**src/rtl/async_fifo_pkg.sv**
```systemverilog
// Purpose : shared types, defaults and Gray/binary helpers for both sides of the two-clock FIFO.
// Latency : n/a (package only).
// Backpr. : n/a (package only).
package async_fifo_pkg;

   localparam int ASYNC_FIFO_DW = 32;
   localparam int ASYNC_FIFO_AW = 4;

   // Helpers work on a fixed wide vector; callers zero-extend and truncate
   // to their pointer width. Zero upper bits do not disturb the low bits.
   localparam int PTR_MAX_W = 32;

   typedef enum logic {
      RD_IDLE = 1'b0,
      RD_HOLD = 1'b1
   } rd_state_e;

   function automatic logic [PTR_MAX_W-1:0] bin2gray(input logic [PTR_MAX_W-1:0] bin);
      return bin ^ (bin >> 1);
   endfunction

   function automatic logic [PTR_MAX_W-1:0] gray2bin(input logic [PTR_MAX_W-1:0] gray);
      logic [PTR_MAX_W-1:0] bin;
      bin[PTR_MAX_W-1] = gray[PTR_MAX_W-1];
      for (int i = PTR_MAX_W-2; i >= 0; i--) begin
         bin[i] = bin[i+1] ^ gray[i];
      end
      return bin;
   endfunction

endpackage

```
**src/rtl/async_fifo_gray_sync.sv**
```systemverilog
// Purpose : two-flop synchroniser for a Gray-coded pointer crossing clock domains.
// Latency : 2 clk edges from a stable input to q_sync.
// Backpr. : none; free-running every cycle.
// Ports   : clk/rst (async active-high), d_async (foreign-domain Gray value), q_sync (synchronised).
module async_fifo_gray_sync #(
   parameter int W = 5
) (
   input  logic         clk,
   input  logic         rst,
   input  logic [W-1:0] d_async,
   output logic [W-1:0] q_sync
);

   logic [W-1:0] meta_q, meta_d;
   logic [W-1:0] sync_q, sync_d;

   always_comb begin
      meta_d = d_async;
      sync_d = meta_q;
   end

   always_ff @(posedge clk or posedge rst) begin
      if (rst) begin
         meta_q <= '0;
         sync_q <= '0;
      end else begin
         meta_q <= meta_d;
         sync_q <= sync_d;
      end
   end

   assign q_sync = sync_q;

endmodule

```
**src/rtl/async_fifo_rd_ctrl.sv**
```systemverilog
// Purpose : read side of the two-clock FIFO; syncs the write Gray pointer, derives empty, pops storage.
// Latency : write pointer stable before edge N -> tx_vld after edge N+2; then one word per cycle.
// Backpr. : tx_vld && !tx_rdy freezes tx_data/tx_vld and the read pointer.
// Ports   : rd_clk/rd_rst (async active-high); wr_ptr_grey_async in; rd_ptr_grey out to write side;
//           rd_addr/rd_data to storage (combinational read); tx_vld/tx_data/tx_rdy downstream;
//           rd_level (words in storage, excluding held word) only when ASYNC_FIFO_RD_LEVEL_EN is defined.
module async_fifo_rd_ctrl
   import async_fifo_pkg::*;
#(
   parameter int DW = ASYNC_FIFO_DW,
   parameter int AW = ASYNC_FIFO_AW
) (
   input  logic          rd_clk,
   input  logic          rd_rst,
   input  logic [AW:0]   wr_ptr_grey_async,
   output logic [AW:0]   rd_ptr_grey,
   output logic [AW-1:0] rd_addr,
   input  logic [DW-1:0] rd_data,
   output logic          tx_vld,
   output logic [DW-1:0] tx_data,
   input  logic          tx_rdy
`ifdef ASYNC_FIFO_RD_LEVEL_EN
   ,
   output logic [AW:0]   rd_level
`endif
);

   localparam int PW = AW + 1;

   logic [AW:0]   wr_ptr_grey_sync;
   logic [AW:0]   rd_ptr_bin_q, rd_ptr_bin_d;
   logic [AW:0]   rd_ptr_grey_q, rd_ptr_grey_d;
   logic [DW-1:0] tx_data_q, tx_data_d;
   rd_state_e     state_q, state_d;
   logic          empty;
   logic          fetch;

   async_fifo_gray_sync #(.W(PW)) u_wr_ptr_sync (
      .clk     (rd_clk),
      .rst     (rd_rst),
      .d_async (wr_ptr_grey_async),
      .q_sync  (wr_ptr_grey_sync)
   );

   // Comparing Gray codes directly avoids converting the synced pointer.
   assign empty = (rd_ptr_grey_q == wr_ptr_grey_sync);
   assign fetch = !empty && ((state_q == RD_IDLE) || tx_rdy);

   always_comb begin
      state_d       = state_q;
      tx_data_d     = tx_data_q;
      rd_ptr_bin_d  = rd_ptr_bin_q;
      if (fetch) begin
         tx_data_d    = rd_data;
         rd_ptr_bin_d = rd_ptr_bin_q + 1'b1;
      end
      case (state_q)
         RD_IDLE: if (fetch)            state_d = RD_HOLD;
         RD_HOLD: if (tx_rdy && !fetch) state_d = RD_IDLE;
         default:                       state_d = RD_IDLE;
      endcase
      // Grey is derived from the next binary value so both flops move on the same edge.
      rd_ptr_grey_d = PW'(bin2gray(PTR_MAX_W'(rd_ptr_bin_d)));
   end

   always_ff @(posedge rd_clk or posedge rd_rst) begin
      if (rd_rst) begin
         state_q       <= RD_IDLE;
         tx_data_q     <= '0;
         rd_ptr_bin_q  <= '0;
         rd_ptr_grey_q <= '0;
      end else begin
         state_q       <= state_d;
         tx_data_q     <= tx_data_d;
         rd_ptr_bin_q  <= rd_ptr_bin_d;
         rd_ptr_grey_q <= rd_ptr_grey_d;
      end
   end

   assign tx_vld      = (state_q == RD_HOLD);
   assign tx_data     = tx_data_q;
   assign rd_ptr_grey = rd_ptr_grey_q;
   assign rd_addr     = rd_ptr_bin_q[AW-1:0];

`ifdef ASYNC_FIFO_RD_LEVEL_EN
   logic [AW:0] wr_bin_sync;
   logic [AW:0] rd_level_q, rd_level_d;

   // Modular subtraction gives 0..2^AW; the word parked in tx_data is already popped.
   always_comb begin
      wr_bin_sync = PW'(gray2bin(PTR_MAX_W'(wr_ptr_grey_sync)));
      rd_level_d  = wr_bin_sync - rd_ptr_bin_q;
   end

   always_ff @(posedge rd_clk or posedge rd_rst) begin
      if (rd_rst) rd_level_q <= '0;
      else        rd_level_q <= rd_level_d;
   end

   assign rd_level = rd_level_q;
`endif

endmodule

```
**config.mk**
```make
export PLATFORM = sky130hd
export DESIGN_NAME = async_fifo_rd_ctrl
export DESIGN_NICKNAME = d
export VERILOG_FILES = /design/src/rtl/async_fifo_pkg.sv /design/src/rtl/async_fifo_gray_sync.sv /design/src/rtl/async_fifo_rd_ctrl.sv
export SDC_FILE = /design/constraint.sdc
export NUM_CORES = 1
export LEC_CHECK = 0
export BUFFER_PORTS_ARGS = -buffer_cell sky130_fd_sc_hd__buf_2
export CORE_ASPECT_RATIO = 0.6
export CORE_UTILIZATION = 51
export DETAILED_ROUTE_END_ITERATION = 10
export HOLD_SLACK_MARGIN = 0.08
export PLACE_DENSITY = 0.84
export SYNTH_ARGS = -nofsm -noshare
export SYNTH_HDL_FRONTEND = slang
export SYNTH_SLANG_ARGS = --single-unit
```
**constraint.sdc**
```tcl
create_clock -name rd_clk -period 3.1 [get_ports rd_clk]
set_input_delay 0 -clock rd_clk [delete_from_list [all_inputs] [get_ports rd_clk]]
set_output_delay 0 -clock rd_clk [all_outputs]
set_load 0.005 [all_outputs]
```
==> impl_metrics.ini <==
[outcome]
outcome = finished with violations
violations = DRC

[setup_path]
startpoint_type = flip-flop
r2r-start = rd_ptr_bin_q[4]$_DFF_PP0_
r2r-end = tx_data[9]$_DFFE_PP0P_
required_ns = 3.28
critPathCaptureType = flip-flop
cp_max_fo = 21
cp.arrival_ns = 2.35
rrSetupSlack_ns = 0.93
critPathKind = reg2reg
worstRegToRegCells = 5

[route]
routed_wl_um = 4100
via_per_inst = 4.83
routedWlPerCell_um = 13.7
first_pass_iters = 7
drt_iter0_markers = 46
ant_nets = 0
drc = 8
vias = 1448

[floorplan]
die_h_um = 51.2
core_area_um2 = 3760
dieArea_um2 = 4290
io_pins = 82
die_w_um = 83.9
start_util_pct = 54.5
rows = 17

[global_route]
use_met3_pct = 6.79
grt_pass1_vias = 1417
grt_max_degree = 53
busiest_layer = met2
grt_pass1_wl_um = 6800
antenna_found_initial = 0
gr-usage-met1_pct = 28.9
grt.total_usage_pct = 20.9
grtUsageMet2_pct = 32.4
overflow = 0

[flow_run]
maxCapViolations = 0

[power]
pwr-share-comb_pct = 35.3
intPower_mw = 1.45
power_switching_mw = 0.667
p_leak_nw = 1.44
seq_power_share_pct = 46.6
power_frac_clock_pct = 18.1
p_sw_share_pct = 31.5
power_density_nw_per_um2 = 710
peakVddDrop_v = 0.000390

[clock_network]
cts_tree = yes
cts_buffers = 5
cts.sinks = 52
clk_latency_ns = 0.29
max-clock-path-buffers = 2
ctsResizeCount = 0
path_clk_slew_ns = 0.09
hold_buffers = 39
root_buffer = clkbuf_8
post_cts_buffers = 0
htreeDepth = 2

[timing]
final-setup-viol-count = 0
slew_headroom_pct = 30.8
slew_viol_final = 0
layout_min_cycle_time_ns = 2.17
fmaxAchievable_ghz = 0.461
whs_ns = 0.349
worst_clock_skew_ns = 0.00600
tns_ns = 0
hold_viol_final = 0
rsz0062_at_grt = no
fin_crit_sh_pct = 69.9
worst_pin_slew_ns = 1.04

[final_layout]
fin_nets = 293
stdcell_area_um2 = 2990
antenna-diode-count = 0
fill_cells = 229
utilization_pct = 79.3
area_growth_pct = 45.4
stdcell_count = 300
drive_gt1_share_pct = 49.0

[placement]
placed_cells = 253
placed_area_um2 = 2500
gp_congestion = 0.808
dp_hpwl_um = 2500
io_buffers = 81

[synthesis]
post_synth_num_cell_types = 23
yosysWarnings = 0
synthesis.area_um2 = 2050
ys_ff_latch = 52
syn_nets = 171
syn_avg_cell_area_um2 = 15.8
async_flop_share_pct = 100
syn_inst = 130
yosysTopAreaCellShare_pct = 63.4
synth_top_cell_by_area = dfrtp_1
synth_edf_count = 0
yosys_most_used_dff = dfrtp_1
seq_area_frac_synth_pct = 63.4
yosys-top-cells-area = dfrtp_1 63%, mux2_2 13%, mux2_4 7.3%, xor2_1 4.3%, xnor2_1 1.7%

[min_path]
min_from = wr_ptr_grey_async[2]
hold_end = u_wr_ptr_sync.meta_q[2]$_DFF_PP0_
worstHoldPathType = in2reg
hold_depth = 2
[worst max-delay path, stage by stage, from the launching register on]
cell and delay, ns:
dfrtp_1 0.43, xor2_1 0.25, nor4_4 0.11, a21boi_4 0.64, buf_12 0.26, mux2_2 0.36
[sequential cells by signal, indices dropped and copies added (netlist names)]
name                  count
rd_ptr_bin_q              5
rd_ptr_grey               4
tx_data                  32
tx_vld                    1
u_wr_ptr_sync.meta_q      5
u_wr_ptr_sync.q_sync      5
[Yosys cell counts (all sizes together), types with 2 or more instances]
master  number
xnor2        4
xor2        10
mux2i        2
clkbuf       2
o21ai        2
a21oi        2
buf          4
nand3        3
mux2        33
inv          2
nand2        4
dfrtp       52
and4         2
[power by group through the flow]
stage	combinational [mW]	clock, mW	sequential (mW)
2_1_floorplan	0.466	0	0.980
3_3_place_gp	0.691	0	0.995
3_5_place_dp	0.712	0	0.996
4_1_cts	0.751	0.395	0.987
5_1_grt	0.819	0.421	1.01
6_report	0.749	0.383	0.987
[per-stage QoR]
| step | worst slack (ns) | total power [mW] |
|---|---|---|
| finish | 0.932 | 2.12 |
| global route | 0.816 | 2.25 |
| CTS | 0.939 | 2.13 |
| detailed placement | 0.953 | 1.71 |
| global placement | 0.999 | 1.69 |
| floorplan | 1.33 | 1.45 |
[worst max-delay path by stage]
| stage | cells after the start | end | slack [ns] | startpoint |
|---|---|---|---|---|
| after detailed placement | 5 | tx_data[10]$_DFFE_PP0P_ | 0.95 | rd_ptr_bin_q[4]$_DFF_PP0_ |
| after floorplan | 6 | rd_ptr_bin_q[1]$_DFF_PP0_ | 1.33 | rd_ptr_bin_q[4]$_DFF_PP0_ |
| final | 5 | tx_data[9]$_DFFE_PP0P_ | 0.93 | rd_ptr_bin_q[4]$_DFF_PP0_ |
| after global placement | 5 | tx_data[12]$_DFFE_PP0P_ | 1.0 | rd_ptr_bin_q[4]$_DFF_PP0_ |
| after global routing | 5 | tx_data[9]$_DFFE_PP0P_ | 0.82 | rd_ptr_bin_q[4]$_DFF_PP0_ |
| after CTS | 5 | tx_data[10]$_DFFE_PP0P_ | 0.94 | rd_ptr_bin_q[4]$_DFF_PP0_ |
[cell type report]
cell class	count	area, µm²	area share (%)
timing repair buffer	121	816	27.3
multi-input combinational	70	712	23.8
sequential	52	1300	43.6
clock buffer	8	90.1	3.02
inverter	2	7.51	0.251
tap	47	58.8	1.97
[layer usage]
| metal | part of all wire, % | up-vias |
|---|---|---|
| li1 | - | 695 |
| met3 | 6.5 | 4 |
| met4 | 0.98 | 0 |
| met5 | 0 | - |
| met2 | 43 | 54 |
| met1 | 49 | 695 |
[kinds of logic after synthesis]
family / Yosys count / share of synthesized area, %
fa+ha+maj: 1 / 0.609
xor+xnor: 14 / 5.97
buf+inv: 8 / 2.32
simple gates: 12 / 4.02
compound gates: 8 / 2.80
mux: 35 / 20.9
flops: 52 / 63.4
[cell usage in the layout (no fill, tap or decap)]
| cell | synthesis | final |
|---|---|---|
| xor2_1 | 10 | 10 |
| a21oi_1 | 2 | 2 |
| mux2i_1 | 2 | 2 |
| o31a_1 | 1 | 1 |
| xnor2_1 | 4 | 4 |
| ha_1 | 1 | 1 |
| mux2_4 | 10 | 10 |
| inv_1 | 2 | 1 |
| nor4_4 | 1 | 1 |
| buf_2 | 2 | 81 |
| a21boi_4 | 0 | 1 |
| nand2b_1 | 1 | 1 |
| mux2_2 | 23 | 23 |
| buf_12 | 0 | 1 |
| dlygate4sd3_1 | 0 | 39 |
| o21ai_0 | 2 | 2 |
| dfrtp_1 | 52 | 52 |
| inv_2 | 0 | 1 |
| o2111ai_1 | 1 | 1 |
| and4_1 | 2 | 2 |
| o2bb2ai_1 | 1 | 1 |
| nand3_1 | 3 | 3 |
| or4_1 | 1 | 1 |
| nand2_1 | 4 | 4 |
| clkbuf_1 | 2 | 2 |
| clkbuf_8 | 0 | 6 |
Note: power is estimated with default switching activity, not from simulation.
